[config.mk]
export PLATFORM = sky130hd
export DESIGN_NAME = fp_addsub_flat
export DESIGN_NICKNAME = d
export VERILOG_FILES = /design/src/rtl/fp_addsub_if.sv /design/src/rtl/fp_addsub.sv /design/src/flat_wrapper.sv
export SDC_FILE = /design/constraint.sdc
export NUM_CORES = 1
export LEC_CHECK = 0
export BUFFER_PORTS_ARGS = -buffer_cell sky130_fd_sc_hd__buf_4
export CORE_MARGIN = 2
export CORE_UTILIZATION = 45
export DETAILED_ROUTE_END_ITERATION = 8
export PLACE_DENSITY = 0.72
export SYNTH_ARGS = -nofsm -noshare
export SYNTH_HDL_FRONTEND = slang
export SYNTH_SLANG_ARGS = --single-unit
[constraint.sdc]
create_clock -name clk -period 5.79 [get_ports clk]
set_clock_uncertainty 0.15 [all_clocks]
set_input_delay 0 -clock clk [delete_from_list [all_inputs] [get_ports clk]]
set_output_delay 0 -clock clk [all_outputs]
set_load 0.05 [all_outputs]
[src/rtl/fp_addsub_if.sv]
// Strobe-handshake bundle for fp_addsub: operands, op select, result, flags and status.
interface fp_addsub_if #(
    parameter int unsigned EXP_W = 8,
    parameter int unsigned MAN_W = 23
);
    localparam int unsigned W = 1 + EXP_W + MAN_W;

    logic [W-1:0] a_value_i;
    logic [W-1:0] b_value_i;
    logic         sub_i;
    logic         exec_strobe_i;
    logic [W-1:0] z_value_o;
    logic         done_strobe_o;
    logic         busy_o;
    logic [2:0]   flags_o;

    modport master (
        output a_value_i, b_value_i, sub_i, exec_strobe_i,
        input  z_value_o, done_strobe_o, busy_o, flags_o
    );

    modport slave (
        input  a_value_i, b_value_i, sub_i, exec_strobe_i,
        output z_value_o, done_strobe_o, busy_o, flags_o
    );
endinterface

[src/rtl/fp_addsub.sv]
// Parametrised IEEE-754 add/subtract, fixed 9-cycle strobe handshake, flags {invalid, overflow, inexact}.
// Define FP_ADDSUB_DENORM_EN for subnormal support; otherwise inputs/results flush to zero.
module fp_addsub #(
    parameter int unsigned EXP_W = 8,
    parameter int unsigned MAN_W = 23
) (
    input logic        clk,
    input logic        reset_n_i,
    fp_addsub_if.slave bus
);
    localparam int unsigned W    = 1 + EXP_W + MAN_W;
    localparam int unsigned EW   = EXP_W + 2;
    localparam int unsigned MW   = MAN_W + 4;
    localparam int unsigned SW   = MAN_W + 5;
    localparam int unsigned LZW  = $clog2(MW + 1);
    localparam int unsigned XW   = EW + LZW + 1;
    localparam int          BIAS = (1 << (EXP_W - 1)) - 1;
    localparam int          EMIN = 1 - BIAS;

    typedef enum logic [3:0] {
        StIdle, StCapture, StSpecial, StAlign, StAdd, StNorm, StRound, StPack, StDone
    } state_e;

    state_e state_q, state_d;
    logic   armed_q, accept, done_d, busy_d;

    // Operand capture / unpack
    logic [W-1:0]           a_q, b_q;
    logic                   sub_q;
    logic                   a_s_q, b_s_q;
    logic signed [EW-1:0]   a_e_q, b_e_q;
    logic [MW-1:0]          a_m_q, b_m_q;
    logic signed [EW-1:0]   a_e_d, b_e_d;
    logic [MW-1:0]          a_m_d, b_m_d;
    // Special-case result
    logic                   spec_d, spec_q;
    logic [W-1:0]           spec_z_d, spec_z_q;
    logic [2:0]             spec_f_d, spec_f_q;
    // Align / add / norm / round / pack
    logic [MW-1:0]          big_m_d, big_m_q, sml_m_d, sml_m_q;
    logic signed [EW-1:0]   big_e_d, big_e_q;
    logic                   big_s_d, big_s_q, sml_s_d, sml_s_q;
    logic [SW-1:0]          sum_d, sum_q;
    logic                   sgn_d, sgn_q;
    logic [MW-1:0]          nm_d, nm_q;
    logic signed [XW-1:0]   ne_d, ne_q;
    logic                   uf_d, uf_q;
    logic [MAN_W:0]         rm_d, rm_q;
    logic signed [XW-1:0]   re_d, re_q;
    logic                   inex_d, inex_q;
    logic [W-1:0]           pz_d, pz_q;
    logic [2:0]             pf_d, pf_q;

    function automatic void unpack(input logic [W-1:0] v, output logic signed [EW-1:0] e,
                                   output logic [MW-1:0] m);
        if (v[W-2 -: EXP_W] == '0) begin
            e = EW'(EMIN);
`ifdef FP_ADDSUB_DENORM_EN
            m = {1'b0, v[MAN_W-1:0], 3'b000};
`else
            m = '0;
`endif
        end else begin
            e = $signed({2'b00, v[W-2 -: EXP_W]}) - $signed(EW'(BIAS));
            m = {1'b1, v[MAN_W-1:0], 3'b000};
        end
    endfunction

    // ---------------- FSM ----------------
    always_ff @(posedge clk or negedge reset_n_i) begin
        if (!reset_n_i) state_q <= StIdle;
        else            state_q <= state_d;
    end

    always_comb begin
        state_d = state_q;
        unique case (state_q)
            StIdle:    if (accept) state_d = StCapture;
            StCapture: state_d = StSpecial;
            StSpecial: state_d = StAlign;
            StAlign:   state_d = StAdd;
            StAdd:     state_d = StNorm;
            StNorm:    state_d = StRound;
            StRound:   state_d = StPack;
            StPack:    state_d = StDone;
            StDone:    state_d = StIdle;
            default:   state_d = StIdle;
        endcase
    end

    // armed_q masks a strobe on the first edge after reset release
    always_comb begin
        accept = (state_q == StIdle) && bus.exec_strobe_i && armed_q;
        done_d = (state_q == StDone);
        busy_d = (state_d != StIdle);
    end

    // ---------------- Datapath ----------------
    always_comb begin
        unpack(a_q, a_e_d, a_m_d);
        unpack(b_q, b_e_d, b_m_d);
    end

    always_comb begin
        logic [EXP_W-1:0] a_ef, b_ef;
        logic [MAN_W-1:0] a_ff, b_ff;
        logic a_nan, b_nan, a_inf, b_inf, a_zero, b_zero, b_se;
        a_ef   = a_q[W-2 -: EXP_W];
        b_ef   = b_q[W-2 -: EXP_W];
        a_ff   = a_q[MAN_W-1:0];
        b_ff   = b_q[MAN_W-1:0];
        b_se   = b_q[W-1] ^ sub_q;
        a_nan  = (a_ef == '1) && (a_ff != '0);
        b_nan  = (b_ef == '1) && (b_ff != '0);
        a_inf  = (a_ef == '1) && (a_ff == '0);
        b_inf  = (b_ef == '1) && (b_ff == '0);
`ifdef FP_ADDSUB_DENORM_EN
        a_zero = (a_ef == '0) && (a_ff == '0);
        b_zero = (b_ef == '0) && (b_ff == '0);
`else
        a_zero = (a_ef == '0);
        b_zero = (b_ef == '0);
`endif
        spec_d   = 1'b1;
        spec_f_d = 3'b000;
        spec_z_d = a_q;
        if (a_nan || b_nan || (a_inf && b_inf && (a_q[W-1] != b_se))) begin
            spec_z_d = {1'b1, {EXP_W{1'b1}}, 1'b1, {(MAN_W-1){1'b0}}};
            spec_f_d = 3'b100;
        end else if (a_inf) begin
            spec_z_d = a_q;
        end else if (b_inf) begin
            spec_z_d = {b_se, b_q[W-2:0]};
        end else if (a_zero && b_zero) begin
            spec_z_d = {a_q[W-1] & b_se, {(W-1){1'b0}}};
        end else if (a_zero) begin
            spec_z_d = {b_se, b_q[W-2:0]};
        end else if (b_zero) begin
            spec_z_d = a_q;
        end else begin
            spec_d = 1'b0;
        end
    end

    always_comb begin
        logic                 a_big, st;
        logic [MW-1:0]        sm;
        logic signed [EW-1:0] se;
        logic [EW-1:0]        diff;
        a_big   = (a_e_q > b_e_q) || ((a_e_q == b_e_q) && (a_m_q >= b_m_q));
        big_m_d = a_big ? a_m_q : b_m_q;
        big_e_d = a_big ? a_e_q : b_e_q;
        big_s_d = a_big ? a_s_q : b_s_q;
        sm      = a_big ? b_m_q : a_m_q;
        se      = a_big ? b_e_q : a_e_q;
        sml_s_d = a_big ? b_s_q : a_s_q;
        diff    = big_e_d - se;
        if (32'(diff) > 32'(MAN_W + 3)) begin
            sml_m_d = '0;
            st      = (sm != '0);
        end else begin
            sml_m_d = sm >> diff;
            st      = |(sm & ~({MW{1'b1}} << diff));
        end
        sml_m_d = sml_m_d | {{(MW-1){1'b0}}, st};
    end

    always_comb begin
        if (big_s_q == sml_s_q) sum_d = {1'b0, big_m_q} + {1'b0, sml_m_q};
        else                    sum_d = {1'b0, big_m_q} - {1'b0, sml_m_q};
        sgn_d = (sum_d == '0) ? 1'b0 : big_s_q;
    end

    always_comb begin
        logic [LZW-1:0]       lz;
        logic signed [XW-1:0] e_x, lz_x;
        e_x = XW'(big_e_q);
        lz  = LZW'(MW);
        for (int i = 0; i < int'(MW); i++) begin
            if (sum_q[i]) lz = LZW'(int'(MW) - 1 - i);
        end
        lz_x = $signed({{(XW-LZW){1'b0}}, lz});
        uf_d = 1'b0;
        if (sum_q[SW-1]) begin
            nm_d = {sum_q[SW-1:2], sum_q[1] | sum_q[0]};
            ne_d = e_x + XW'(1);
        end else begin
`ifdef FP_ADDSUB_DENORM_EN
            // Stop at the subnormal floor so tiny results keep their bits
            if (lz_x > e_x - XW'(EMIN)) lz_x = e_x - XW'(EMIN);
`endif
            nm_d = sum_q[MW-1:0] << lz_x;
            ne_d = e_x - lz_x;
`ifndef FP_ADDSUB_DENORM_EN
            uf_d = (sum_q != '0) && (ne_d < XW'(EMIN));
`endif
        end
    end

    always_comb begin
        logic           g, r, s, rup;
        logic [MAN_W+1:0] rm;
        g      = nm_q[2];
        r      = nm_q[1];
        s      = nm_q[0];
        rup    = g & (r | s | nm_q[3]);
        inex_d = g | r | s;
        rm     = {1'b0, nm_q[MW-1:3]} + (MAN_W+2)'(rup);
        if (rm[MAN_W+1]) begin
            rm_d = rm[MAN_W+1:1];
            re_d = ne_q + XW'(1);
        end else begin
            rm_d = rm[MAN_W:0];
            re_d = ne_q;
        end
    end

    always_comb begin
        logic signed [XW-1:0] eb;
        eb = re_q + XW'(BIAS);
        pz_d = {sgn_q, (rm_q[MAN_W] ? eb[EXP_W-1:0] : {EXP_W{1'b0}}), rm_q[MAN_W-1:0]};
        pf_d = {2'b00, inex_q};
        if (spec_q) begin
            pz_d = spec_z_q;
            pf_d = spec_f_q;
        end else if (uf_q) begin
            pz_d = {sgn_q, {(W-1){1'b0}}};
            pf_d = 3'b001;
        end else if (re_q > XW'(BIAS)) begin
            pz_d = {sgn_q, {EXP_W{1'b1}}, {MAN_W{1'b0}}};
            pf_d = 3'b011;
        end
    end

    always_ff @(posedge clk or negedge reset_n_i) begin
        if (!reset_n_i) begin
            armed_q <= 1'b0;
            a_q <= '0; b_q <= '0; sub_q <= 1'b0;
            a_s_q <= 1'b0; b_s_q <= 1'b0; a_e_q <= '0; b_e_q <= '0; a_m_q <= '0; b_m_q <= '0;
            spec_q <= 1'b0; spec_z_q <= '0; spec_f_q <= '0;
            big_m_q <= '0; sml_m_q <= '0; big_e_q <= '0; big_s_q <= 1'b0; sml_s_q <= 1'b0;
            sum_q <= '0; sgn_q <= 1'b0; nm_q <= '0; ne_q <= '0; uf_q <= 1'b0;
            rm_q <= '0; re_q <= '0; inex_q <= 1'b0; pz_q <= '0; pf_q <= '0;
            bus.z_value_o     <= '0;
            bus.flags_o       <= '0;
            bus.done_strobe_o <= 1'b0;
            bus.busy_o        <= 1'b0;
        end else begin
            armed_q           <= 1'b1;
            bus.done_strobe_o <= done_d;
            bus.busy_o        <= busy_d;
            if (accept) begin
                a_q   <= bus.a_value_i;
                b_q   <= bus.b_value_i;
                sub_q <= bus.sub_i;
            end
            if (state_q == StCapture) begin
                a_s_q <= a_q[W-1];
                b_s_q <= b_q[W-1] ^ sub_q;
                a_e_q <= a_e_d; b_e_q <= b_e_d;
                a_m_q <= a_m_d; b_m_q <= b_m_d;
            end
            if (state_q == StSpecial) begin
                spec_q <= spec_d; spec_z_q <= spec_z_d; spec_f_q <= spec_f_d;
            end
            if (state_q == StAlign) begin
                big_m_q <= big_m_d; sml_m_q <= sml_m_d; big_e_q <= big_e_d;
                big_s_q <= big_s_d; sml_s_q <= sml_s_d;
            end
            if (state_q == StAdd) begin
                sum_q <= sum_d; sgn_q <= sgn_d;
            end
            if (state_q == StNorm) begin
                nm_q <= nm_d; ne_q <= ne_d; uf_q <= uf_d;
            end
            if (state_q == StRound) begin
                rm_q <= rm_d; re_q <= re_d; inex_q <= inex_d;
            end
            if (state_q == StPack) begin
                pz_q <= pz_d; pf_q <= pf_d;
            end
            if (done_d) begin
                bus.z_value_o <= pz_q;
                bus.flags_o   <= pf_q;
            end
        end
    end
endmodule
[src/flat_wrapper.sv]
// flat-port wrapper written by rule: the top's interface ports become plain ports
module fp_addsub_flat 
#(
    parameter int unsigned EXP_W = 8,
    parameter int unsigned MAN_W = 23
)
  (clk, reset_n_i, bus_a_value_i, bus_b_value_i, bus_sub_i, bus_exec_strobe_i, bus_z_value_o, bus_done_strobe_o, bus_busy_o, bus_flags_o);
  fp_addsub_if #(.EXP_W(EXP_W), .MAN_W(MAN_W)) bus_i ();
  input logic clk;
  input logic reset_n_i;
  input wire logic [$bits(bus_i.a_value_i)-1:0] bus_a_value_i;
  input wire logic [$bits(bus_i.b_value_i)-1:0] bus_b_value_i;
  input wire logic [$bits(bus_i.sub_i)-1:0] bus_sub_i;
  input wire logic [$bits(bus_i.exec_strobe_i)-1:0] bus_exec_strobe_i;
  output wire logic [$bits(bus_i.z_value_o)-1:0] bus_z_value_o;
  output wire logic [$bits(bus_i.done_strobe_o)-1:0] bus_done_strobe_o;
  output wire logic [$bits(bus_i.busy_o)-1:0] bus_busy_o;
  output wire logic [$bits(bus_i.flags_o)-1:0] bus_flags_o;
  assign bus_i.a_value_i = bus_a_value_i;
  assign bus_i.b_value_i = bus_b_value_i;
  assign bus_i.sub_i = bus_sub_i;
  assign bus_i.exec_strobe_i = bus_exec_strobe_i;
  assign bus_z_value_o = bus_i.z_value_o;
  assign bus_done_strobe_o = bus_i.done_strobe_o;
  assign bus_busy_o = bus_i.busy_o;
  assign bus_flags_o = bus_i.flags_o;
  fp_addsub #(.EXP_W(EXP_W), .MAN_W(MAN_W)) u_core (.clk(clk), .reset_n_i(reset_n_i), .bus(bus_i));
endmodule
-- Word-level counts from Yosys, hierarchy flattened
Index checks and enable logic that the tools add are counted.
- add/sub/neg operators: 10
- muxes and demuxes: 67
- reductions and logical operators: 26
- bitwise gates (word level): 11
- shift-type cells: 3
- order comparisons: 5
- equality and inequality tests: 13
- operators with widths (operator ; count):
    $mux W32 ; 6
    $mux W27 ; 6
    $mux W5 ; 16
    $mux W31 ; 2
    $logic_not A23 Y1 ; 2
    $reduce_bool A23 Y1 ; 2
    $mux W10 ; 4
    $mux W4 ; 9
    $mux W16 ; 2
    $pmux W4 S8 ; 1
    $add A27 B27 Y28 ; 1
    $logic_not A28 Y1 ; 1
    $mux W28 ; 1
    $reduce_bool A28 Y1 ; 1
    $sub A27 B27 Y28 ; 1
    $and A27 B27 Y27 ; 1
    $ge A27 B27 Y1 ; 1
    $not A27 Y27 ; 1
    $or A27 B1 Y27 ; 1
    $reduce_bool A27 Y1 ; 1
    $reduce_or A27 Y1 ; 1
    $shl A27 B10 Y27 const A ; 1
    $shl A27 B5 Y27 ; 1
    $shr A27 B10 Y27 ; 1
    32 further kinds ; 71
- bits in registers: 434
- output and inout bits: 37
- word-level logic and storage cells: 168

-- Longest topological paths before layout
Gate-level depths: netlist of run 1.
- word-level depth: 31
- depth in mapped cells: 27
- gate-level depth less buffers: 23

-- Worst setup path before layout of run 1
No wires, ideal clock.
- kind: flip-flop to flip-flop
- from: reg u_core.b_e_q[4]
- to: reg u_core.sml_m_q[20]
- library setup time: 0.122 ns
- data required time: 5.518 ns
- arrival time: 4.872 ns
- path slack: 0.647 ns
- path buffers: 5
- cell stages (with the launch flop): 27
- cells stage by stage: dfrtp_1 > inv_1 > ha_1 > buf_4 > and4_4 > o211ai_1 > o211a_1 > o21a_1 > buf_2 > nor2_4 > clkbuf_1 > clkbuf_1 > a21oi_1 > ha_1 > o21a_1 > o21a_1 > nor2_1 > o21ai_0 > mux2i_1 > and4bb_2 > o32a_1 > buf_4 > nand2_1 > nor2_1 > nand2_1 > nor2_1 > a32o_1
- longest elaborated chain between the ends: 8
- ends and longest elaborated chain (what ; RTL line ; text):
    from (decl) ; fp_addsub.sv:31 ; logic signed [EW-1:0] a_e_q, b_e_q;
    from (signal assigned) ; fp_addsub.sv:239 ; a_s_q <= 1'b0; b_s_q <= 1'b0; a_e_q <= '0; b_e_q <= '0; a_m_q <= '0; b_m_q <= '0;
    from (signal assigned) ; fp_addsub.sv:260 ; a_e_q <= a_e_d; b_e_q <= b_e_d;
    branches (longest 6 deep; another with $gt A10 B10 Y1) ; n/a ;
    $mux W27 (*) ; fp_addsub.sv:158 ; if (32'(diff) > 32'(MAN_W + 3)) begin
    $or A27 B1 Y27 (*) ; fp_addsub.sv:165 ; sml_m_d = sml_m_d | {{(MW-1){1'b0}}, st};
    to (signal assigned) ; fp_addsub.sv:267 ; big_m_q <= big_m_d; sml_m_q <= sml_m_d; big_e_q <= big_e_d;
    to (decl) ; fp_addsub.sv:40 ; logic [MW-1:0] big_m_d, big_m_q, sml_m_d, sml_m_q;
Mark *: on every way between the ends.
A chain may end at the register's enable or synchronous reset.

-- Worst setup path in the final report of run 1
- from: reg u_core.b_m_q[14]
- to: reg u_core.sml_m_q[26]
- longest elaborated chain between the ends: 8
- ends and longest elaborated chain (what ; RTL line ; text):
    from (decl) ; fp_addsub.sv:32 ; logic [MW-1:0] a_m_q, b_m_q;
    from (signal assigned) ; fp_addsub.sv:261 ; a_m_q <= a_m_d; b_m_q <= b_m_d;
    $ge A27 B27 Y1 ; fp_addsub.sv:150 ; a_big = (a_e_q > b_e_q) || ((a_e_q == b_e_q) && (a_m_q >= b_m_q));
    $logic_and A1 B1 Y1 ; fp_addsub.sv:150 ;
    $logic_or A1 B1 Y1 ; fp_addsub.sv:150 ;
    $mux W10 (on tied branches) ; fp_addsub.sv:152, fp_addsub.sv:155 ;
    $sub A10 B10 Y10 ; fp_addsub.sv:157 ; diff = big_e_d - se;
    $gt A10 B5 Y1 or $shr A27 B10 Y27 (tied branches) ; fp_addsub.sv:158, fp_addsub.sv:162 ;
    $mux W27 (*) ; fp_addsub.sv:158 ;
    $or A27 B1 Y27 (*) ; fp_addsub.sv:165 ;
Every way passes the cells marked *; elsewhere a longest branch is shown, timed or not.

==> flow_summary_export.csv, run 1 <==
group,metric,value,unit
finish,area_delta_synth_final,15.6,%
synth,synth-seq-cells,415,
finish,final_cell_mix,"dfrtp_1, nand2_1, o21ai_0",
timing,fin_crit,5.41,ns
worst_hold_path,hold_path.class,"in -> reg",
floorplanning,start_util,0.454,
worst_hold_path,hold_depth,3,
floorplanning,die_w,236,microns
drt,avgViaCountPerCell,6.13,
synth,synthCells,2703,
finish,n_fill_cell,4863,
floorplanning,rows,85,
placement,portBuffers,104,
critical_path,crit_fanout,15,
finish,drive_above_1_share,0.136,
global_route,grt_overflow,0,
critical_path,cp.required,6.10,ns
critical_path,path_class,"reg -> reg",
floorplanning,dieHeight,236,microns
floorplanning,die_area,55900,sq um
global_route,grt_pass1_vias,21300,
timing,relSlewSlack,0.258,
flow_run,timing.max_cap.violations,0,
drt,wl_per_cell,22.5,microns
clock_network,cts_max_path_buffers,3,
finish,regArea,10400,sq um
timing,setup_violations,0,
synth,ys_warn_count,0,
synth,async_reset_ff_frac,1.00,
finish,mostFrequentLayoutCell,"dfrtp_1",
synth,synthFlopType,"dfrtp_1",
finish,multi_input_comb_area,13100,sq um
critical_path,arrival,5.72,ns
drt,dr.pass1.iters,6,
finish,fin_nets,2970,
clock_network,cts_tree,"done",
timing,finalHoldViolCount,0,
drt,drt-initial-drc-count,2081,
timing,timing.final.crit_share,0.934,
critical_path,rr_worst_depth,22,
clock_network,clock-sinks,415,
global_route,grt_antenna_before_repair,2,
timing,tns,0,ns
global_route,grt_max_degree,142,
floorplanning,core_area,53600,sq um
drt,via_count,21800,
timing,tightest_slew,1.11,ns
floorplanning,ios,105,
placement,gp_congestion,0.990,
clock_network,cts_root_buffer,"clkbuf_16",
clock_network,cts-buffers-inserted,44,
critical_path,cp-end-kind,"register",
global_route,grt_util_all_layers,0.286,
drt,drcViolationCount,0,
drt,totalWireLength,80.1,mm
global_route,grt_pass1_wl,125,mm
timing,max_freq,185,MHz
clock_network,clock_latency,0.61,ns
synth,synth_edf_count,0,
synth,syn_area_per_cell,9.00,sq um
synth,syn_nets,2846,
synth,synth_area,24300,sq um
status,outcome,"complete, no violations",
synth,synth_cell_type_count,87,
timing,rsz0062_at_grt,"false",
drt,ant_nets,0,
critical_path,start_kind,"register",
placement,place_hpwl,58.1,mm
timing,drv_slew,0,
synth,yosysSeqAreaShare,0.427,
clock_network,htreeDepth,2,
clock_network,cts.clk_slew.worst_paths,0.06,ns
layer usage:
layer | wire length (microns) | global-route usage | share of wire | vias to the layer above
met2 | 36700 | 0.454 | 0.46 | 877
met1 | 33700 | 0.387 | 0.42 | 10800
met3 | 6300 | 0.0528 | 0.079 | 215
met5 | 0 | 0 | 0 | -
li1 | - | - | - | 9986
met4 | 3440 | 0.116 | 0.043 | 0
registers in the layout, indices dropped and copies added, names as in the netlist, 27 cells and up:
name	cells
u_core.a_q	32
u_core.b_q	32
u_core.bus.z_value_o	32
u_core.nm_q	27
u_core.pz_q	32
u_core.sml_m_q	27
u_core.spec_z_q	32
u_core.sum_q	28
cells in the mapped netlist (63+ instances only):
cell type | instances | area, sq um
mux2_2 | 109 | 1230
dfrtp_1 | 415 | 10400
ha_1 | 73 | 913
mux2i_1 | 94 | 941
nor3_1 | 72 | 360
clkbuf_1 | 129 | 484
inv_1 | 71 | 267
a21oi_1 | 195 | 976
xnor2_1 | 63 | 552
nor2_1 | 241 | 905
o21ai_0 | 265 | 1330
nand3_1 | 74 | 370
nand2_1 | 335 | 1260
stage by stage:
stage / utilization / cell area [sq um] / hold WS [ns] / setup slack, ns / cells
floorplan: - / 24300 / -0.446 / 0.647 / 2703
global placement: 0.483 / 25900 / -0.0216 / 0.657 / 3405
detailed placement: 0.483 / 25900 / -0.00441 / 0.441 / 3405
CTS: 0.524 / 28100 / 0.00446 / 0.382 / 3556
global route: 0.524 / 28100 / 0.0284 / 0.0414 / 3558
finish: 0.524 / 28100 / 0.0235 / 0.383 / 3561
worst paths after layout:
check                      slack (ns)                        endpoint                          from
max                              0.38  u_core.sml_m_q[26]$_DFFE_PN0P_  u_core.b_m_q[14]$_DFFE_PN0P_
min                              0.02      u_core.a_q[28]$_DFFE_PN0P_             bus_a_value_i[28]
max reg2reg                      0.38  u_core.sml_m_q[26]$_DFFE_PN0P_  u_core.b_m_q[14]$_DFFE_PN0P_
min reg2reg                      0.32      u_core.pf_q[2]$_DFFE_PN0N_    u_core.pf_q[2]$_DFFE_PN0N_
max in group asynchronous        3.99    u_core.a_m_q[23]$_DFFE_PN0P_                     reset_n_i
min in group asynchronous        0.27     u_core.nm_q[21]$_DFFE_PN0P_                     reset_n_i
worst max-delay path: stages (launching register included):
cell and delay [ns]:
dfrtp_1 0.36, inv_1 0.12, ha_1 0.28, a21oi_1 0.16
o21a_1 0.26, o211ai_1 0.20, a2111oi_4 0.42, nor2_4 0.10
nor2_1 0.13, a21oi_1 0.06, ha_1 0.24, o21a_1 0.20
o21a_1 0.17, nor2_1 0.20, o21ai_0 0.14, mux2i_1 0.23
nor4bb_1 0.27, o32a_1 0.36, buf_4 0.26, nand3_1 0.28
nor2_4 0.28, nand2_2 0.11, o32ai_1 0.28
kinds of logic (layout without fill, tap and decap cells):
logic type,count (synthesis),count (layout),share of synthesized area
simple gates,888,888,0.166
compound gates,767,767,0.196
flops,415,415,0.427
buf+inv,236,395,0.0377
mux,206,206,0.0919
xor+xnor,114,114,0.0426
fa+ha+maj,76,76,0.0396
other cells,1,4,0.000154
layout make-up:
class                      count  area share
inverter                      74     0.00988
multi-input combinational   2052       0.465
sequential                   415       0.369
clock inverter                15     0.00739
timing repair buffer         240      0.0717
antenna                        3    0.000267
tap                          696      0.0310
clock buffer                  66      0.0457
what timing repair did:
action / CTS / global route
hold buffers: 70 / 0
gates resized for setup: 0 / 1
endpoints found under the hold margin: 181 / 0
buffers inserted: 0 / 2
endpoints found under the setup margin: 0 / 1
Power of run 1 is left out: the tool's default activity adds up to more than one toggle a clock period on the data nets, which glitch-free logic cannot reach.
==> inputs of run 2 (changes only) <==
Settings changed: PLACE_DENSITY 0.72 to default, PLACE_DENSITY_LB_ADDON from default to 0.2.
==> run 2 against run 1 <==
  * Utilization is 0.11 points higher
  * Via count is 1.0% lower
  * Clock-buffer cell count is 5 lower
  * Die area stayed put
  * Wire length is 0.36% higher
  * Setup slack better by 0.13 ns
  * Hold slack better by 0.012 ns
  * Flip-flop and latch count stayed put
  * Register-to-register slack better by 0.13 ns
  * Critical path depth is 2 lower
  * Largest cell class unchanged
==> flow_summary_export.csv, run 2 (synthesized netlist as in run 1, its figures left out) <==
group,metric,value,unit
critical_path,max_stage_delay,0.51,ns
finish,mostFrequentLayoutCell,"dfrtp_1",
finish,fin_nets,2968,
global_route,grtUsageMet2,0.469,
worst_hold_path,hold_path.class,"in -> reg",
clock_network,ctsHoldBuffers,68,
global_route,grt.met1_usage,0.387,
timing,relSlewSlack,0.254,
timing,holdWs,0.0352,ns
clock_network,cts_root_buffer,"clkbuf_16",
critical_path,slowest_stage,"ha_1",
timing,timing.final.crit_share,0.912,
timing,rsz0062_at_grt,"false",
drt,avgViaCountPerCell,6.08,
floorplanning,die_w,236,microns
clock_network,cts.clk_slew.worst_paths,0.06,ns
drt,dr.pass1.iters,6,
timing,finalHoldViolCount,0,
timing,fin_crit,5.28,ns
global_route,grt_pass1_vias,21000,
drt,wl_per_cell,22.6,microns
clock_network,cts-buffers-inserted,46,
floorplanning,ios,105,
timing,drv_slew,0,
status,outcome,"complete, no violations",
critical_path,critical_path.cell_chain,"inv_1, ha_1, and4_4, nand4_4, a2111oi_4, nor2_4, nor2_1, a21oi_1, ha_1, o21a_1, o21a_1, nor2_1, o21ai_0, mux2i_1, nor4bb_1, o32a_1, nand3_1, nor2_4, nand2_2, o32ai_1",
finish,final_cell_mix,"dfrtp_1, nand2_1, o21ai_0",
critical_path,start_kind,"register",
timing,tightest_slew,1.11,ns
finish,drive_above_1_share,0.137,
drt,via_count,21600,
critical_path,path_class,"reg -> reg",
critical_path,crit_fanout,9,
global_route,grt_pass1_wl,124,mm
clock_network,cts_resized,0,
flow_run,timing.max_cap.violations,0,
floorplanning,rows,85,
drt,drcViolationCount,0,
drt,ant_nets,0,
floorplanning,core_area,53600,sq um
floorplanning,dieHeight,236,microns
global_route,grt_antenna_before_repair,2,
global_route,grt_util_all_layers,0.286,
drt,drt-initial-drc-count,2034,
placement,gp_congestion,0.927,
clock_network,clock-sinks,415,
finish,area_delta_synth_final,15.8,%
critical_path,cp.required,6.13,ns
placement,portBuffers,104,
global_route,grt_busiest_layer,"met2",
drt,totalWireLength,80.4,mm
critical_path,cp-end-kind,"register",
clock_network,cts_max_path_buffers,3,
timing,max_freq,189,MHz
clock_network,clock_latency,0.61,ns
timing,tns,0,ns
timing,setup_violations,0,
global_route,grt_overflow,0,
global_route,grt_max_degree,136,
placement,place_hpwl,59.1,mm
critical_path,arrival,5.62,ns
clock_network,post_cts_buffers,0,
clock_network,htreeDepth,2,
clock_network,cts_tree,"done",
floorplanning,die_area,55900,sq um
floorplanning,start_util,0.454,
global_route,met3_usage,0.0446,
==> run 2: changes by cell type in the layout (fill, tap and decap cells not counted), sizes merged <==
cell	previous run	this run
diode	3	1
bufinv	3	5
clkinv	12	14
clkinvlp	1	4
clkbuf	66	61
dlygate4sd3	69	67
buf	171	169
==> run 2: critical path, delay by kind of cell, from the launching register on <==
family,cells,cell delay [ns]
AND/OR/NAND/NOR,9,1.88
AO/OA/AOI/OAI,7,1.65
adder cells (fa/ha/maj),2,0.75
flip-flops,1,0.39
multiplexers,1,0.25
buffers and inverters,1,0.09
==> run 2: worst paths after layout <==
path	start	end	slack, ns	depth (start not counted)
min	bus_b_value_i[16]	u_core.b_q[16]$_DFFE_PN0P_	0.04	3
min reg2reg	u_core.pf_q[2]$_DFFE_PN0N_	u_core.pf_q[2]$_DFFE_PN0N_	0.31	2
max in group asynchronous	reset_n_i	u_core.a_m_q[18]$_DFFE_PN0P_	3.74	4
min in group asynchronous	reset_n_i	u_core.pz_q[31]$_DFFE_PN0N_	0.35	3
max reg2reg	u_core.b_e_q[4]$_DFFE_PN0P_	u_core.sml_m_q[26]$_DFFE_PN0P_	0.51	20
max	u_core.b_e_q[4]$_DFFE_PN0P_	u_core.sml_m_q[26]$_DFFE_PN0P_	0.51	20
==> run 2: per-layer routing <==
layer / part of all wire / routed length (microns) / vias up
met4: 0.036 / 2870 / 2
met2: 0.47 / 38100 / 713
li1: - / - / 9973
met3: 0.063 / 5040 / 158
met5: 0.00016 / 13 / -
met1: 0.43 / 34400 / 10800
==> run 2: metrics by stage <==
step | setup WS (ns) | instance area (sq um) | util | std cells
3_5_place_dp | 0.555 | 25900 | 0.483 | 3405
5_1_grt | 0.103 | 28200 | 0.525 | 3556
4_1_cts | 0.524 | 28200 | 0.525 | 3556
3_3_place_gp | 0.712 | 25900 | 0.483 | 3405
2_1_floorplan | 0.647 | 24300 | - | 2703
6_report | 0.509 | 28200 | 0.525 | 3557
==> run 2: layout make-up <==
cell class	count	area [sq um]
tap	696	871
sequential	415	10400
clock inverter	22	308
fill	5006	25400
multi-input combinational	2052	13100
inverter	74	278
antenna	1	2.50
clock buffer	61	1270
timing repair buffer	236	1990
Power of run 2 is left out for the same reason.
